==> src/rtl/usb_buffer_pkg.sv <==
// Shared definitions for the endpoint data buffer and its arbiter.
//   DEPTH / AW   : buffer size in bytes and pointer width
//   arb_state_t  : arbiter fairness state (IDLE, LAST_USB, LAST_AHB)
//   d_mode_t     : transfer direction, matches protocol_controller's D_Mode
package usb_buffer_pkg;

  localparam int unsigned DEPTH = 64;
  localparam int unsigned AW    = 6;

  typedef enum logic [1:0] {
    IDLE     = 2'd0,
    LAST_USB = 2'd1,
    LAST_AHB = 2'd2
  } arb_state_t;

  // D_MODE_OUT (1): host-to-endpoint, RX stores and AHB gets.
  // D_MODE_IN  (0): endpoint-to-host, AHB stores and TX gets.
  typedef enum logic {
    D_MODE_IN  = 1'b0,
    D_MODE_OUT = 1'b1
  } d_mode_t;

endpackage

==> src/rtl/buffer_ram.sv <==
// Single-port DEPTH x 8 byte storage.
//   i_clk   : clock, rising edge
//   i_rst   : synchronous reset of the read register only
//   i_we    : write enable, i_wdata stored at i_addr
//   i_re    : read enable, byte at i_addr registered into o_rdata
//   o_rdata : registered read byte, holds when i_re is low
module buffer_ram #(
  parameter int unsigned DEPTH = 64,
  parameter int unsigned AW    = 6
) (
  input  logic          i_clk,
  input  logic          i_rst,
  input  logic          i_we,
  input  logic          i_re,
  input  logic [AW-1:0] i_addr,
  input  logic [7:0]    i_wdata,
  output logic [7:0]    o_rdata
);

  logic [7:0] r_mem [DEPTH];
  logic [7:0] r_rdata;

  always_ff @(posedge i_clk) begin
    if (i_we) begin
      r_mem[i_addr] <= i_wdata;
    end
  end

  always_ff @(posedge i_clk) begin
    if (i_rst) begin
      r_rdata <= '0;
    end else if (i_re) begin
      r_rdata <= r_mem[i_addr];
    end
  end

  assign o_rdata = r_rdata;

endmodule

==> src/rtl/buffer_arbiter.sv <==
// Owns the endpoint data buffer and shares its single port between the USB
// side (RX store / TX get) and the AHB side (CPU store / get).
//   clk, rst, clear            : clock, sync reset, buffer flush
//   d_mode                     : 1 = RX stores + AHB gets, 0 = AHB stores + TX gets
//   *_req / *_ack              : byte request, combinational same-cycle grant
//   rx_wdata, ahb_wdata        : store data
//   rd_data, rd_valid          : read byte, valid the cycle after a get grant
//   buffer_occupancy/empty/full: registered fill level
//   overflow_err/underflow_err : sticky until clear or rst
module buffer_arbiter
  import usb_buffer_pkg::*;
#(
  parameter int unsigned DEPTH = usb_buffer_pkg::DEPTH,
  parameter int unsigned AW    = usb_buffer_pkg::AW
) (
  input  logic        clk,
  input  logic        rst,
  input  logic        clear,
  input  logic        d_mode,
  input  logic        rx_store_req,
  input  logic [7:0]  rx_wdata,
  input  logic        tx_get_req,
  input  logic        ahb_store_req,
  input  logic [7:0]  ahb_wdata,
  input  logic        ahb_get_req,
  output logic        rx_store_ack,
  output logic        tx_get_ack,
  output logic        ahb_store_ack,
  output logic        ahb_get_ack,
  output logic [7:0]  rd_data,
  output logic        rd_valid,
  output logic [AW:0] buffer_occupancy,
  output logic        buffer_empty,
  output logic        buffer_full,
  output logic        overflow_err,
  output logic        underflow_err
);

  localparam logic [AW:0] FULL_CNT = (AW+1)'(DEPTH);

  logic [AW-1:0] r_wptr;
  logic [AW-1:0] r_rptr;
  logic [AW:0]   r_occ;
  arb_state_t    r_state;
  logic          r_ovf;
  logic          r_unf;
  logic          r_rd_valid;

  logic          w_block;
  logic          w_rx_dir;
  logic          w_full;
  logic          w_empty;
  logic          w_usb_req;
  logic          w_ahb_req;
  logic          w_usb_ok;
  logic          w_ahb_ok;
  logic          w_grant_usb;
  logic          w_grant_ahb;
  logic          w_store;
  logic          w_get;
  logic          w_ovf_hit;
  logic          w_unf_hit;
  logic [AW-1:0] w_addr;
  logic [7:0]    w_wdata;

  always_comb begin
    w_block   = rst | clear;
    w_rx_dir  = (d_mode_t'(d_mode) == D_MODE_OUT);
    w_full    = (r_occ == FULL_CNT);
    w_empty   = (r_occ == '0);
    // Only the legal pair for the current direction is ever looked at.
    w_usb_req = w_rx_dir ? rx_store_req : tx_get_req;
    w_ahb_req = w_rx_dir ? ahb_get_req  : ahb_store_req;
    // Each side is eligible only if its own direction can proceed, so a full
    // buffer never starves the draining side.
    w_usb_ok  = w_usb_req & ~w_block & (w_rx_dir ? ~w_full  : ~w_empty);
    w_ahb_ok  = w_ahb_req & ~w_block & (w_rx_dir ? ~w_empty : ~w_full);
    // AHB wins a tie only right after a USB grant; otherwise USB wins.
    w_grant_ahb = w_ahb_ok & (~w_usb_ok | (r_state == LAST_USB));
    w_grant_usb = w_usb_ok & ~w_grant_ahb;
    w_store   = w_rx_dir ? w_grant_usb : w_grant_ahb;
    w_get     = w_rx_dir ? w_grant_ahb : w_grant_usb;
    w_ovf_hit = ~w_block & w_full  & (w_rx_dir ? rx_store_req : ahb_store_req);
    w_unf_hit = ~w_block & w_empty & (w_rx_dir ? ahb_get_req  : tx_get_req);
    w_addr    = w_store ? r_wptr : r_rptr;
    w_wdata   = w_rx_dir ? rx_wdata : ahb_wdata;

    rx_store_ack  = w_rx_dir  & w_grant_usb;
    tx_get_ack    = ~w_rx_dir & w_grant_usb;
    ahb_store_ack = ~w_rx_dir & w_grant_ahb;
    ahb_get_ack   = w_rx_dir  & w_grant_ahb;
  end

  always_ff @(posedge clk) begin
    if (rst || clear) begin
      r_wptr     <= '0;
      r_rptr     <= '0;
      r_occ      <= '0;
      r_state    <= IDLE;
      r_ovf      <= 1'b0;
      r_unf      <= 1'b0;
      r_rd_valid <= 1'b0;
    end else begin
      if (w_grant_usb)      r_state <= LAST_USB;
      else if (w_grant_ahb) r_state <= LAST_AHB;
      else                  r_state <= IDLE;
      // Store and get are mutually exclusive, so occupancy moves by at most one.
      if (w_store) begin
        r_wptr <= r_wptr + 1'b1;
        r_occ  <= r_occ + 1'b1;
      end else if (w_get) begin
        r_rptr <= r_rptr + 1'b1;
        r_occ  <= r_occ - 1'b1;
      end
      r_ovf      <= r_ovf | w_ovf_hit;
      r_unf      <= r_unf | w_unf_hit;
      r_rd_valid <= w_get;
    end
  end

  buffer_ram #(
    .DEPTH (DEPTH),
    .AW    (AW)
  ) u_ram (
    .i_clk   (clk),
    .i_rst   (rst),
    .i_we    (w_store),
    .i_re    (w_get),
    .i_addr  (w_addr),
    .i_wdata (w_wdata),
    .o_rdata (rd_data)
  );

  assign rd_valid         = r_rd_valid;
  assign buffer_occupancy = r_occ;
  assign buffer_empty     = w_empty;
  assign buffer_full      = w_full;
  assign overflow_err     = r_ovf;
  assign underflow_err    = r_unf;

endmodule
==> config.mk <==
export PLATFORM = sky130hd
export DESIGN_NAME = buffer_arbiter
export DESIGN_NICKNAME = d
export VERILOG_FILES = /design/src/rtl/usb_buffer_pkg.sv /design/src/rtl/buffer_ram.sv /design/src/rtl/buffer_arbiter.sv
export SDC_FILE = /design/constraint.sdc
export NUM_CORES = 1
export LEC_CHECK = 0
export ABC_AREA = 1
export CORE_MARGIN = 3
export CORE_UTILIZATION = 60
export DETAILED_ROUTE_END_ITERATION = 6
export HOLD_SLACK_MARGIN = 0.06
export MAX_ROUTING_LAYER = met4
export PLACE_DENSITY = 0.77
export SLEW_MARGIN = 20
export SYNTH_ARGS = -nofsm -noshare
export SYNTH_HDL_FRONTEND = slang
export SYNTH_SLANG_ARGS = --single-unit
==> constraint.sdc <==
create_clock -name clk -period 4.9 [get_ports clk]
set_input_delay 0.98 -clock clk [delete_from_list [all_inputs] [get_ports clk]]
set_output_delay 0.98 -clock clk [all_outputs]
set_load 0.02 [all_outputs]
==> out/qor.txt, run 1 <==
crit start category - input port
Setup-failing EPs final - 0
max cap viols - 0
largest net degree at the start of global routing - 123
Synth Register Bits - 544
Worst Path Required - 3.92 ns
Total Power - 10.0 mW
async set-reset flop share out of synthesis - 0%
register area share after synthesis - 66.6%
Slew Viols, Final - 0
input/output buffers - 47
area of the mapped netlist - 0.0240 sq mm
share of layout cells above drive strength 1 - 9.19%
Post-synth top flop - edfxtp_1
Worst VDD drop - 308 uV
pre-CTS setup slack - 0.0746 ns
CTS Sinks - 544
Final Cycle Share - 89.5%
# Post-CTS Setup Buffers - 0
drt pass-1 iters - 6
maximum clock rate - 228 MHz
first-pass GRT wire length - 96400 microns
number of diodes - 0
clock slew seen by the registers of the worst setup and hold paths - 0.06 ns
number of flops mapped to enable cells by yosys - 512
CTS Buf Count - 53
htree depth - 2
top cell type's share of synthesized area - 63.9%
worst hold path class - register to register
clock latency on the worst-skew pair - 0.61 ns
combinational power share - 8.1%
synth-to-layout area growth - 13.1%
core area - 0.0391 sq mm
CTS tree - done
clock power share - 40.6%
top-count cell post-synth - nand2_1
Final min period - 4.39 ns
WL per Instance - 20.2 microns
drt drc - 0
Placed Instances - 2987
crit path capture type - primary output
initial antenna violation count - 0
via count - 17715
synth top area cells - edfxtp_1, nand2_1, nand3_1
fin nets - 2557
Initial Utilization - 61.5%
crit-path cells - clkdlybuf4s50_1 -> inv_2 -> nand2_1 -> a21oi_2 -> nand4_1 -> nand2_2 -> nand2_1 -> nor2_1 -> clkdlybuf4s50_1
gpl congestion - 0.947
Slew HR - 30.4%
Die Area - 0.0425 sq mm
WS Path Type - input port to primary output
Tot GR Track Use - 30.7%
Final Hold Fails - 0
Die W - 206 microns
final wirelength - 62400 microns
library cells used by synthesis - 42
switch share - 23.4%
WP data arrival - 3.41 ns
CTS resizes - 0
Post-DP Area - 0.0255 sq mm
Worst Clk Skew - 0.0303 ns
post-route antenna net violation count - 0
CP peak stage delay - 0.64 ns
via/cell ratio - 5.74
drt initial violations - 2379
clock buffer depth - 3
Power Dens Cells - 368 mW/mm^2
Core Rows - 72
Crit-path slowest cell - clkdlybuf4s50_1
setup ws final - 0.512 ns
CP max FO - 13
RSZ-0062 raised after global routing - no
Synth top cells by count - nand2_1, edfxtp_1, nand3_1
Die H - 206 microns
Setup TNS Final - 0 ns
non-filler cells in the finished layout - 3085
part of the power in registers - 51.3%
Leak - 11.3 nW
status - complete, no violations
Top Ports - 48
sw power - 2.35 mW
Least-Margin Pin Slew - 1.04 ns
clk root buf - clkbuf_16
Post-Route Utilization - 69.6%
syn avg cell area - 9.84 sq um
Internal - 7.67 mW
hold slack - 0.485 ns
synth warn - 0
vias in the first global route - 17139
Net Count, Synth - 2478
total gr overflow - 0
post-synth top area cell - edfxtp_1
cell area after layout - 0.0272 sq mm
Mapped Cells - 2445
cts hold-fix bufs - 0
DP HPWL - 37300 microns
cell type report:
| class | count | area (sq um) |
|---|---|---|
| timing repair buffer | 150 | 1340 |
| inverter | 93 | 354 |
| clock buffer | 61 | 1410 |
| clock inverter | 37 | 323 |
| sequential | 544 | 16000 |
| tap | 518 | 648 |
| fill | 2810 | 11900 |
| multi-input combinational | 1682 | 7110 |
critical path: cells and delay by family:
family	cells	cell delay, ns
AOI/OAI and AO/OA	1	0.17
buffers and inverters	3	1.54
and+or+nand+nor	5	0.70
state kept, by name (all words and copies together) (netlist names):
name,count
buffer_occupancy,7
rd_valid,1
u_ram.o_rdata,8
r_wptr,6
overflow_err,1
u_ram.r_mem,512
underflow_err,1
r_state,2
r_rptr,6
cells in the final DEF (no fill, tap or decap), types with 15 or more instances in the layout:
cell / instances
nand2_1: 1213
edfxtp_1: 512
dfxtp_1: 32
clkbuf_16: 55
buf_4: 95
clkinv_2: 19
nand3_1: 230
a21oi_1: 33
clkdlybuf4s50_1: 47
inv_1: 82
o21ai_0: 15
nor2_1: 96
power groups by stage:
stage / Clock, mW / Sequential, mW / Combinational (mW)
6_report: 4.07 / 5.14 / 0.808
3_5_place_dp: 0 / 5.24 / 0.790
2_1_floorplan: 0 / 5.25 / 0.501
3_3_place_gp: 0 / 5.24 / 0.774
5_1_grt: 4.28 / 5.14 / 0.889
4_1_cts: 4.10 / 5.14 / 0.797
path summary, 6_finish.rpt:
path,slack (ns),to,startpoint,cells past startpoint
max,0.51,tx_get_ack,d_mode,9
min reg2reg,0.48,underflow_err,underflow_err,2
min,0.48,underflow_err,underflow_err,2
max reg2reg,1.39,u_ram.o_rdata[5],buffer_occupancy[3],22
cell families after synthesis:
| family | count (synthesis) | share of synthesized area [%] |
|---|---|---|
| and+or+nand+nor | 1600 | 27.0 |
| xor gates and xnor gates | 3 | 0.109 |
| buffers and inverters | 219 | 4.16 |
| DFF | 544 | 66.6 |
| AOI/OAI and AO/OA | 70 | 1.63 |
| adders and majority gates | 9 | 0.499 |
metal layers:
metal,GRT usage [%],routed length [microns],vias up
met5,-,0,-
li1,-,-,8221
met4,10.2,1960,0
met1,41.6,24600,8406
met2,46.7,29100,954
met3,6.88,6670,134
No activity file was read; power rests on OpenSTA's default activity.
==> run 2: changes to the inputs <==
--- a/config.mk
+++ b/config.mk
@@ -12,6 +12,7 @@
 export HOLD_SLACK_MARGIN = 0.06
 export MAX_ROUTING_LAYER = met4
 export PLACE_DENSITY = 0.77
+export SETUP_SLACK_MARGIN = 0.2
 export SLEW_MARGIN = 20
 export SYNTH_ARGS = -nofsm -noshare
 export SYNTH_HDL_FRONTEND = slang
==> results of run 2 <==
Same layout as run 1: the final DEF is identical, and so are final timing and power.
